<file path="src/rtl/hazard_stall_ctrl_pkg.sv">
// rtl/hazard_stall_ctrl_pkg.sv - shared types, constants and event priority for the hazard controller
package hazard_stall_ctrl_pkg;

  // Controller FSM: IDLE passes or takes the first bubble, LDSTALL counts the remaining bubbles
  typedef enum logic {
    IDLE    = 1'b0,
    LDSTALL = 1'b1
  } state_t;

  // Register $0 is hard-wired to zero, so a load to it never creates a dependency
  localparam int unsigned REG_ZERO = 0;

  // Per-cycle event after priority resolution (reset is handled separately, above all of these)
  typedef enum logic [1:0] {
    EV_NONE   = 2'd0,
    EV_BRANCH = 2'd1,
    EV_STALL  = 2'd2,
    EV_FREEZE = 2'd3
  } event_t;

  // Memory freeze beats load-use stall, which beats branch flush
  function automatic event_t pick_event(input logic freeze, input logic stall, input logic branch);
    event_t ev;
    ev = EV_NONE;
    if (freeze) begin
      ev = EV_FREEZE;
    end else if (stall) begin
      ev = EV_STALL;
    end else if (branch) begin
      ev = EV_BRANCH;
    end
    return ev;
  endfunction

endpackage

</file>
<file path="src/rtl/hazard_stall_ctrl_if.sv">
// rtl/hazard_stall_ctrl_if.sv - pipeline-side signal bundle; stats outputs present when HAZARD_STATS_EN is defined
interface hazard_stall_ctrl_if #(
  parameter int REG_AW  = 5,
  parameter int NUM_SRC = 2
);

  logic                      ID_EX_memread_i;
  logic [REG_AW-1:0]         ID_EX_RT_i;
  logic [NUM_SRC*REG_AW-1:0] IF_ID_src_i;
  logic [NUM_SRC-1:0]        IF_ID_src_valid_i;
  logic                      dmem_stall_i;
  logic                      branch_taken_i;
  logic                      ID_EX_nop_o;
  logic                      IF_ID_write_o;
  logic                      pc_write_o;
  logic                      IF_ID_flush_o;
  logic                      pipe_freeze_o;
`ifdef HAZARD_STATS_EN
  logic [31:0]               stall_cycles_o;
  logic [31:0]               freeze_cycles_o;

  modport master (
    output ID_EX_memread_i, ID_EX_RT_i, IF_ID_src_i, IF_ID_src_valid_i, dmem_stall_i, branch_taken_i,
    input  ID_EX_nop_o, IF_ID_write_o, pc_write_o, IF_ID_flush_o, pipe_freeze_o,
    input  stall_cycles_o, freeze_cycles_o
  );

  modport slave (
    input  ID_EX_memread_i, ID_EX_RT_i, IF_ID_src_i, IF_ID_src_valid_i, dmem_stall_i, branch_taken_i,
    output ID_EX_nop_o, IF_ID_write_o, pc_write_o, IF_ID_flush_o, pipe_freeze_o,
    output stall_cycles_o, freeze_cycles_o
  );
`else
  modport master (
    output ID_EX_memread_i, ID_EX_RT_i, IF_ID_src_i, IF_ID_src_valid_i, dmem_stall_i, branch_taken_i,
    input  ID_EX_nop_o, IF_ID_write_o, pc_write_o, IF_ID_flush_o, pipe_freeze_o
  );

  modport slave (
    input  ID_EX_memread_i, ID_EX_RT_i, IF_ID_src_i, IF_ID_src_valid_i, dmem_stall_i, branch_taken_i,
    output ID_EX_nop_o, IF_ID_write_o, pc_write_o, IF_ID_flush_o, pipe_freeze_o
  );
`endif

endinterface

</file>
<file path="src/rtl/hazard_stall_ctrl_src_cmp.sv">
// rtl/hazard_stall_ctrl_src_cmp.sv - valid-qualified compare of the load destination against all ID sources
module hazard_stall_ctrl_src_cmp #(
  parameter int REG_AW  = 5,
  parameter int NUM_SRC = 2
) (
  input  logic [REG_AW-1:0]         rt,
  input  logic [NUM_SRC*REG_AW-1:0] src,
  input  logic [NUM_SRC-1:0]        src_valid,
  output logic                      hit
);

  // OR over every source that the ID instruction actually reads
  always_comb begin
    hit = 1'b0;
    for (int k = 0; k < NUM_SRC; k++) begin
      if (src_valid[k] && (src[k*REG_AW +: REG_AW] == rt)) begin
        hit = 1'b1;
      end
    end
  end

endmodule

</file>
<file path="src/rtl/hazard_stall_ctrl.sv">
// rtl/hazard_stall_ctrl.sv - load-use stall, memory freeze and branch flush control; HAZARD_STATS_EN adds cycle counters
module hazard_stall_ctrl
  import hazard_stall_ctrl_pkg::*;
#(
  parameter int REG_AW   = 5,
  parameter int NUM_SRC  = 2,
  parameter int LOAD_LAT = 1,
  parameter int CNT_W    = 3
) (
  input  logic               clk_i,
  input  logic               rst_i,
  hazard_stall_ctrl_if.slave bus
);

  localparam logic [CNT_W-1:0] CNT_ONE  = CNT_W'(1);
  localparam logic [CNT_W-1:0] CNT_LOAD = CNT_W'(LOAD_LAT - 1);

  state_t           state_q, state_d;
  logic [CNT_W-1:0] cnt_q, cnt_d;
  logic             src_hit;
  logic             hazard;
  logic             stall_req;
  event_t           ev;

  logic nop, if_id_write, pc_write, flush, freeze;

  hazard_stall_ctrl_src_cmp #(
    .REG_AW  (REG_AW),
    .NUM_SRC (NUM_SRC)
  ) u_src_cmp (
    .rt        (bus.ID_EX_RT_i),
    .src       (bus.IF_ID_src_i),
    .src_valid (bus.IF_ID_src_valid_i),
    .hit       (src_hit)
  );

  assign hazard    = bus.ID_EX_memread_i && (bus.ID_EX_RT_i != REG_AW'(REG_ZERO)) && src_hit;
  assign stall_req = (state_q == LDSTALL) || hazard;
  assign ev        = pick_event(bus.dmem_stall_i, stall_req, bus.branch_taken_i);

  // Next state, bubble counter and all pipeline enables from the resolved event
  always_comb begin
    state_d     = state_q;
    cnt_d       = cnt_q;
    nop         = 1'b0;
    if_id_write = 1'b1;
    pc_write    = 1'b1;
    flush       = 1'b0;
    freeze      = 1'b0;
    if (rst_i) begin
      state_d = IDLE;
      cnt_d   = '0;
    end else begin
      case (ev)
        EV_FREEZE: begin
          freeze      = 1'b1;
          pc_write    = 1'b0;
          if_id_write = 1'b0;
        end
        EV_STALL: begin
          nop         = 1'b1;
          pc_write    = 1'b0;
          if_id_write = 1'b0;
          if (state_q == LDSTALL) begin
            cnt_d = cnt_q - CNT_ONE;
            if (cnt_q == CNT_ONE) begin
              state_d = IDLE;
            end
          end else if (LOAD_LAT > 1) begin
            // first bubble is issued now, the counter covers the rest
            state_d = LDSTALL;
            cnt_d   = CNT_LOAD;
          end
        end
        EV_BRANCH: begin
          flush = 1'b1;
        end
        default: begin
        end
      endcase
    end
  end

  // State and bubble-counter registers
  always_ff @(posedge clk_i) begin
    if (rst_i) begin
      state_q <= IDLE;
      cnt_q   <= '0;
    end else begin
      state_q <= state_d;
      cnt_q   <= cnt_d;
    end
  end

  assign bus.ID_EX_nop_o   = nop;
  assign bus.IF_ID_write_o = if_id_write;
  assign bus.pc_write_o    = pc_write;
  assign bus.IF_ID_flush_o = flush;
  assign bus.pipe_freeze_o = freeze;

`ifdef HAZARD_STATS_EN
  logic [31:0] stall_cycles_q;
  logic [31:0] freeze_cycles_q;

  // Saturating counts of bubble cycles and freeze cycles since reset
  always_ff @(posedge clk_i) begin
    if (rst_i) begin
      stall_cycles_q  <= '0;
      freeze_cycles_q <= '0;
    end else begin
      if (nop && (stall_cycles_q != 32'hFFFF_FFFF)) begin
        stall_cycles_q <= stall_cycles_q + 32'd1;
      end
      if (freeze && (freeze_cycles_q != 32'hFFFF_FFFF)) begin
        freeze_cycles_q <= freeze_cycles_q + 32'd1;
      end
    end
  end

  assign bus.stall_cycles_o  = stall_cycles_q;
  assign bus.freeze_cycles_o = freeze_cycles_q;
`endif

endmodule

</file>
<file path="src/flat_wrapper.sv">
// flat-port wrapper written by rule: the top's interface ports become plain ports
module hazard_stall_ctrl_flat import hazard_stall_ctrl_pkg::*;
#(
  parameter int REG_AW   = 5,
  parameter int NUM_SRC  = 2,
  parameter int LOAD_LAT = 1,
  parameter int CNT_W    = 3
)
  (clk_i, rst_i, bus_ID_EX_memread_i, bus_ID_EX_RT_i, bus_IF_ID_src_i, bus_IF_ID_src_valid_i, bus_dmem_stall_i, bus_branch_taken_i, bus_ID_EX_nop_o, bus_IF_ID_write_o, bus_pc_write_o, bus_IF_ID_flush_o, bus_pipe_freeze_o);
  hazard_stall_ctrl_if #(.REG_AW(REG_AW), .NUM_SRC(NUM_SRC)) bus_i ();
  input  logic clk_i;
  input  logic rst_i;
  input wire logic [$bits(bus_i.ID_EX_memread_i)-1:0] bus_ID_EX_memread_i;
  input wire logic [$bits(bus_i.ID_EX_RT_i)-1:0] bus_ID_EX_RT_i;
  input wire logic [$bits(bus_i.IF_ID_src_i)-1:0] bus_IF_ID_src_i;
  input wire logic [$bits(bus_i.IF_ID_src_valid_i)-1:0] bus_IF_ID_src_valid_i;
  input wire logic [$bits(bus_i.dmem_stall_i)-1:0] bus_dmem_stall_i;
  input wire logic [$bits(bus_i.branch_taken_i)-1:0] bus_branch_taken_i;
  output wire logic [$bits(bus_i.ID_EX_nop_o)-1:0] bus_ID_EX_nop_o;
  output wire logic [$bits(bus_i.IF_ID_write_o)-1:0] bus_IF_ID_write_o;
  output wire logic [$bits(bus_i.pc_write_o)-1:0] bus_pc_write_o;
  output wire logic [$bits(bus_i.IF_ID_flush_o)-1:0] bus_IF_ID_flush_o;
  output wire logic [$bits(bus_i.pipe_freeze_o)-1:0] bus_pipe_freeze_o;
  assign bus_i.ID_EX_memread_i = bus_ID_EX_memread_i;
  assign bus_i.ID_EX_RT_i = bus_ID_EX_RT_i;
  assign bus_i.IF_ID_src_i = bus_IF_ID_src_i;
  assign bus_i.IF_ID_src_valid_i = bus_IF_ID_src_valid_i;
  assign bus_i.dmem_stall_i = bus_dmem_stall_i;
  assign bus_i.branch_taken_i = bus_branch_taken_i;
  assign bus_ID_EX_nop_o = bus_i.ID_EX_nop_o;
  assign bus_IF_ID_write_o = bus_i.IF_ID_write_o;
  assign bus_pc_write_o = bus_i.pc_write_o;
  assign bus_IF_ID_flush_o = bus_i.IF_ID_flush_o;
  assign bus_pipe_freeze_o = bus_i.pipe_freeze_o;
  hazard_stall_ctrl #(.REG_AW(REG_AW), .NUM_SRC(NUM_SRC), .LOAD_LAT(LOAD_LAT), .CNT_W(CNT_W)) u_core (.clk_i(clk_i), .rst_i(rst_i), .bus(bus_i));
endmodule
</file>
<file path="config.mk">
export PLATFORM = sky130hd
export DESIGN_NAME = hazard_stall_ctrl_flat
export DESIGN_NICKNAME = d
export VERILOG_FILES = /design/src/rtl/hazard_stall_ctrl_pkg.sv /design/src/rtl/hazard_stall_ctrl_if.sv /design/src/rtl/hazard_stall_ctrl_src_cmp.sv /design/src/rtl/hazard_stall_ctrl.sv /design/src/flat_wrapper.sv
export SDC_FILE = /design/constraint.sdc
export NUM_CORES = 1
export LEC_CHECK = 0
export ABC_CLOCK_PERIOD_IN_PS = 2600
export BUFFER_PORTS_ARGS = -buffer_cell sky130_fd_sc_hd__buf_2
export CORE_AREA = 2 2 39 41
export DETAILED_ROUTE_END_ITERATION = 10
export DIE_AREA = 0 0 41 43
export GPL_ROUTABILITY_DRIVEN = 0
export PLACE_DENSITY = 0.61
export SLEW_MARGIN = 20
export SYNTH_ARGS = -nofsm -noshare
export SYNTH_HDL_FRONTEND = slang
export SYNTH_SLANG_ARGS = --single-unit
</file>
<file path="constraint.sdc">
create_clock -name clk_i -period 2.6 [get_ports clk_i]
set_input_delay 0.52 -clock clk_i [delete_from_list [all_inputs] [get_ports clk_i]]
set_output_delay 0.52 -clock clk_i [all_outputs]
set_load 0.005 [all_outputs]
</file>
==> impl_results.md <==
* Crit start category: input port
* Reg-to-reg critical path startpoint: u_core.state_q
* Layout Cells excl Fill at 90
* Pwr dens at approximately 350 mW/mm²
* Crit-path leading delay family: simple AND/OR/NAND/NOR gates
* Iter 0 DRT Violations at 1
* Worst Min Path Start: u_core.cnt_q[2]
* Largest buffer count on any clock path at 2
* Reg power frac at 33.0%
* NumNets Final at 100
* GR Layer Usage met1 at under 10%
* Row Count at 14
* Leakage at roughly 0.23 nW
* # IOs at 27
* CP peak stage delay at approximately 0.54 ns
* GRT overflow at 0
* Post-Synthesis Cells at 46
* Share of post-route cells with drive strength above 1 at 43.2%
* Die Ht at around 43 µm
* GRT Total Usage at 10.6%
* Initial antenna violation count at 0
* Final hold violation count at 0
* Combinational power share at between 20% and 30%
* CTS tree: yes
* First-pass GRT wire length at between 1 and 1.5 mm
* Slew HR at roughly 79%
* Crit path time final at ~2.3 ns
* Ant diodes at 0
* Vias in the first global route at between 300 and 400
* Final setup fails at 0
* RSZ-0062 raised after global routing: no
* Cts repair resizes at 0
* Post-synth cell types at 19
* GR peak layer: met2
* Synth Register Bits at 4
* Switching Fraction at 24.5%
* CTS Sinks at 4
* Setup_tns at 0 ns
* Cell mode on critical path: buf_2
* Clock power frac at about two fifths
* Critical Path RT at roughly 2.1 ns
* Hold WS at roughly 0.49 ns
* Syn Nets at 70
* Critical path peak fanout at 3
* Syn-to-layout area delta at 44.3%
* Status: complete, no violations
* Root buffer cell: clkbuf_4
* Setup slack, reg-to-reg at between 1.5 and 2 ns
* Critical path class: in -> out
* Worst-margin pin slew at 0.315 ns
* Slowest-stage cell, CP: or4_1
* Post-Route WL at 818 µm
* Port bufs at 26
* Share of the yosys chip area belonging to registers at a little over a fifth
* H-Tree Depth at 1
* CTS Hold Bufs at 0
* Starting Density at between 20% and 30%
* Synth Cell Area at between 300 and 400 µm²
* Critical Path AT at about 1.8 ns
* Placed Cells at 87
* HP Class: reg -> reg
* Slew Viols, Final at 0
* Width of the die at 41 µm
* Pre-antenna DRT Iters at 2
* P_sw at approximately 46 µW
* Largest net degree at the start of global routing at 9
* Ys Warns at 0
* Vias at 400
* CP startpoint: bus_ID_EX_RT_i[4]
* Postcts setup bufs at 0
* Grt met2 use at about a fifth
* Fillers at 164
* Internal power at between 100 and 150 µW
* Max-Cap Viols at 0
* # DRC at 0
* Post-DP HPWL at ~720 µm
* CTS clock-pin slew for the worst setup and hold paths at 0.04 ns
* Inserted Clock Buffers at 3
* CP Capture Type: output port
* Die Footprint at 0.00176 mm²
* Clk_lat worst skew at roughly 0.23 ns
* Avg WL per Cell at approximately 9 µm
* Crit path cell chain: buf_2 -> or4_1 -> o21ai_2 -> nor2_1 -> a211oi_2 -> buf_2
* Tcrit/Tclk final at 88.9%
* Met3 usage at under 10%
* Core Area at 0.00138 mm²
* Achievable frequency at about 430 MHz
* Drt via density at approximately 4.4
* Syn_area_per_cell at a little over 8 µm²
* Worst VDD drop at a little over 0.09 mV
* Final Skew at between 0.0015 and 0.002 ns
* Critical path buffers and inverters at 2
* ANT nets after route at 0
[Yosys cell counts]
library cell / count / area share (%)
or4_1: 1 / 2.0
nand4_1: 2 / 3.4
o22ai_1: 1 / 1.7
o31a_1: 1 / 2.3
a22o_1: 1 / 2.3
and2b_2: 1 / 2.3
xnor2_1: 11 / 26
buf_4: 1 / 2.0
dfxtp_1: 4 / 21
inv_1: 4 / 4.0
a211oi_1: 2 / 4.0
nand2_1: 4 / 4.0
nor2b_1: 2 / 3.4
xor2_1: 1 / 2.3
o21ai_2: 1 / 2.3
ha_1: 2 / 6.7
a211oi_2: 1 / 3.4
nor2_1: 5 / 5.0
nor3_1: 1 / 1.3
[area by class of cell]
class                      count  area [µm²]  area share, %
clock buffer                   3        22.5           4.19
inverter                       4        15.0           2.79
sequential                     4        80.1           14.9
tap                           16        20.0           3.72
timing repair buffer          26         130           24.2
multi-input combinational     37         270           50.2
[per-stage QoR]
stage	worst slack, ns	util [%]	power, mW	instance area [µm²]
after global routing	0.211	38.9	0.201	538
after detailed placement	0.275	37.3	0.112	515
after floorplan	0.418	-	0.0865	373
after global placement	0.305	37.3	0.112	515
after CTS	0.269	38.9	0.189	538
final	0.290	38.9	0.187	538
[cell families after synthesis]
family / synth area share, %
compound gates: 16.1
xor+xnor: 28.2
fa+ha+maj: 6.71
buf+inv: 6.04
flops: 21.5
simple gates: 21.5
[worst paths after layout]
path                      to  cells past startpoint
max           bus_pc_write_o                      6
min reg2reg   u_core.state_q                      1
min           u_core.state_q                      1
max reg2reg  u_core.cnt_q[2]                      4
[power groups by stage]
stage	Clock [mW]	Combinational, mW	Sequential, mW
floorplan	0	0.0239	0.0626
global placement	0	0.0495	0.0626
detailed placement	0	0.0496	0.0626
CTS	0.0778	0.0499	0.0617
global route	0.0847	0.0549	0.0616
finish	0.0760	0.0492	0.0617
[cells in the final DEF (no fill, tap or decap), types with 2 or more instances in the layout]
master,n
buf_2,26
nor2_1,5
nor2b_1,2
ha_1,2
nand2_1,4
inv_1,4
a211oi_1,2
nand4_1,2
dfxtp_1,4
xnor2_1,11
clkbuf_4,3
[per-layer routing]
| layer | part of all wire (%) | routed length, µm |
|---|---|---|
| met4 | 0 | 0 |
| met1 | 40 | 324 |
| met3 | 4.5 | 37 |
| met5 | 0 | 0 |
| met2 | 56 | 456 |
[flip-flops by register name, indices dropped and copies added, names as in the netlist]
name,cells
u_core.state_q,1
u_core.cnt_q,3
No activity file was read; power rests on OpenSTA's default activity.
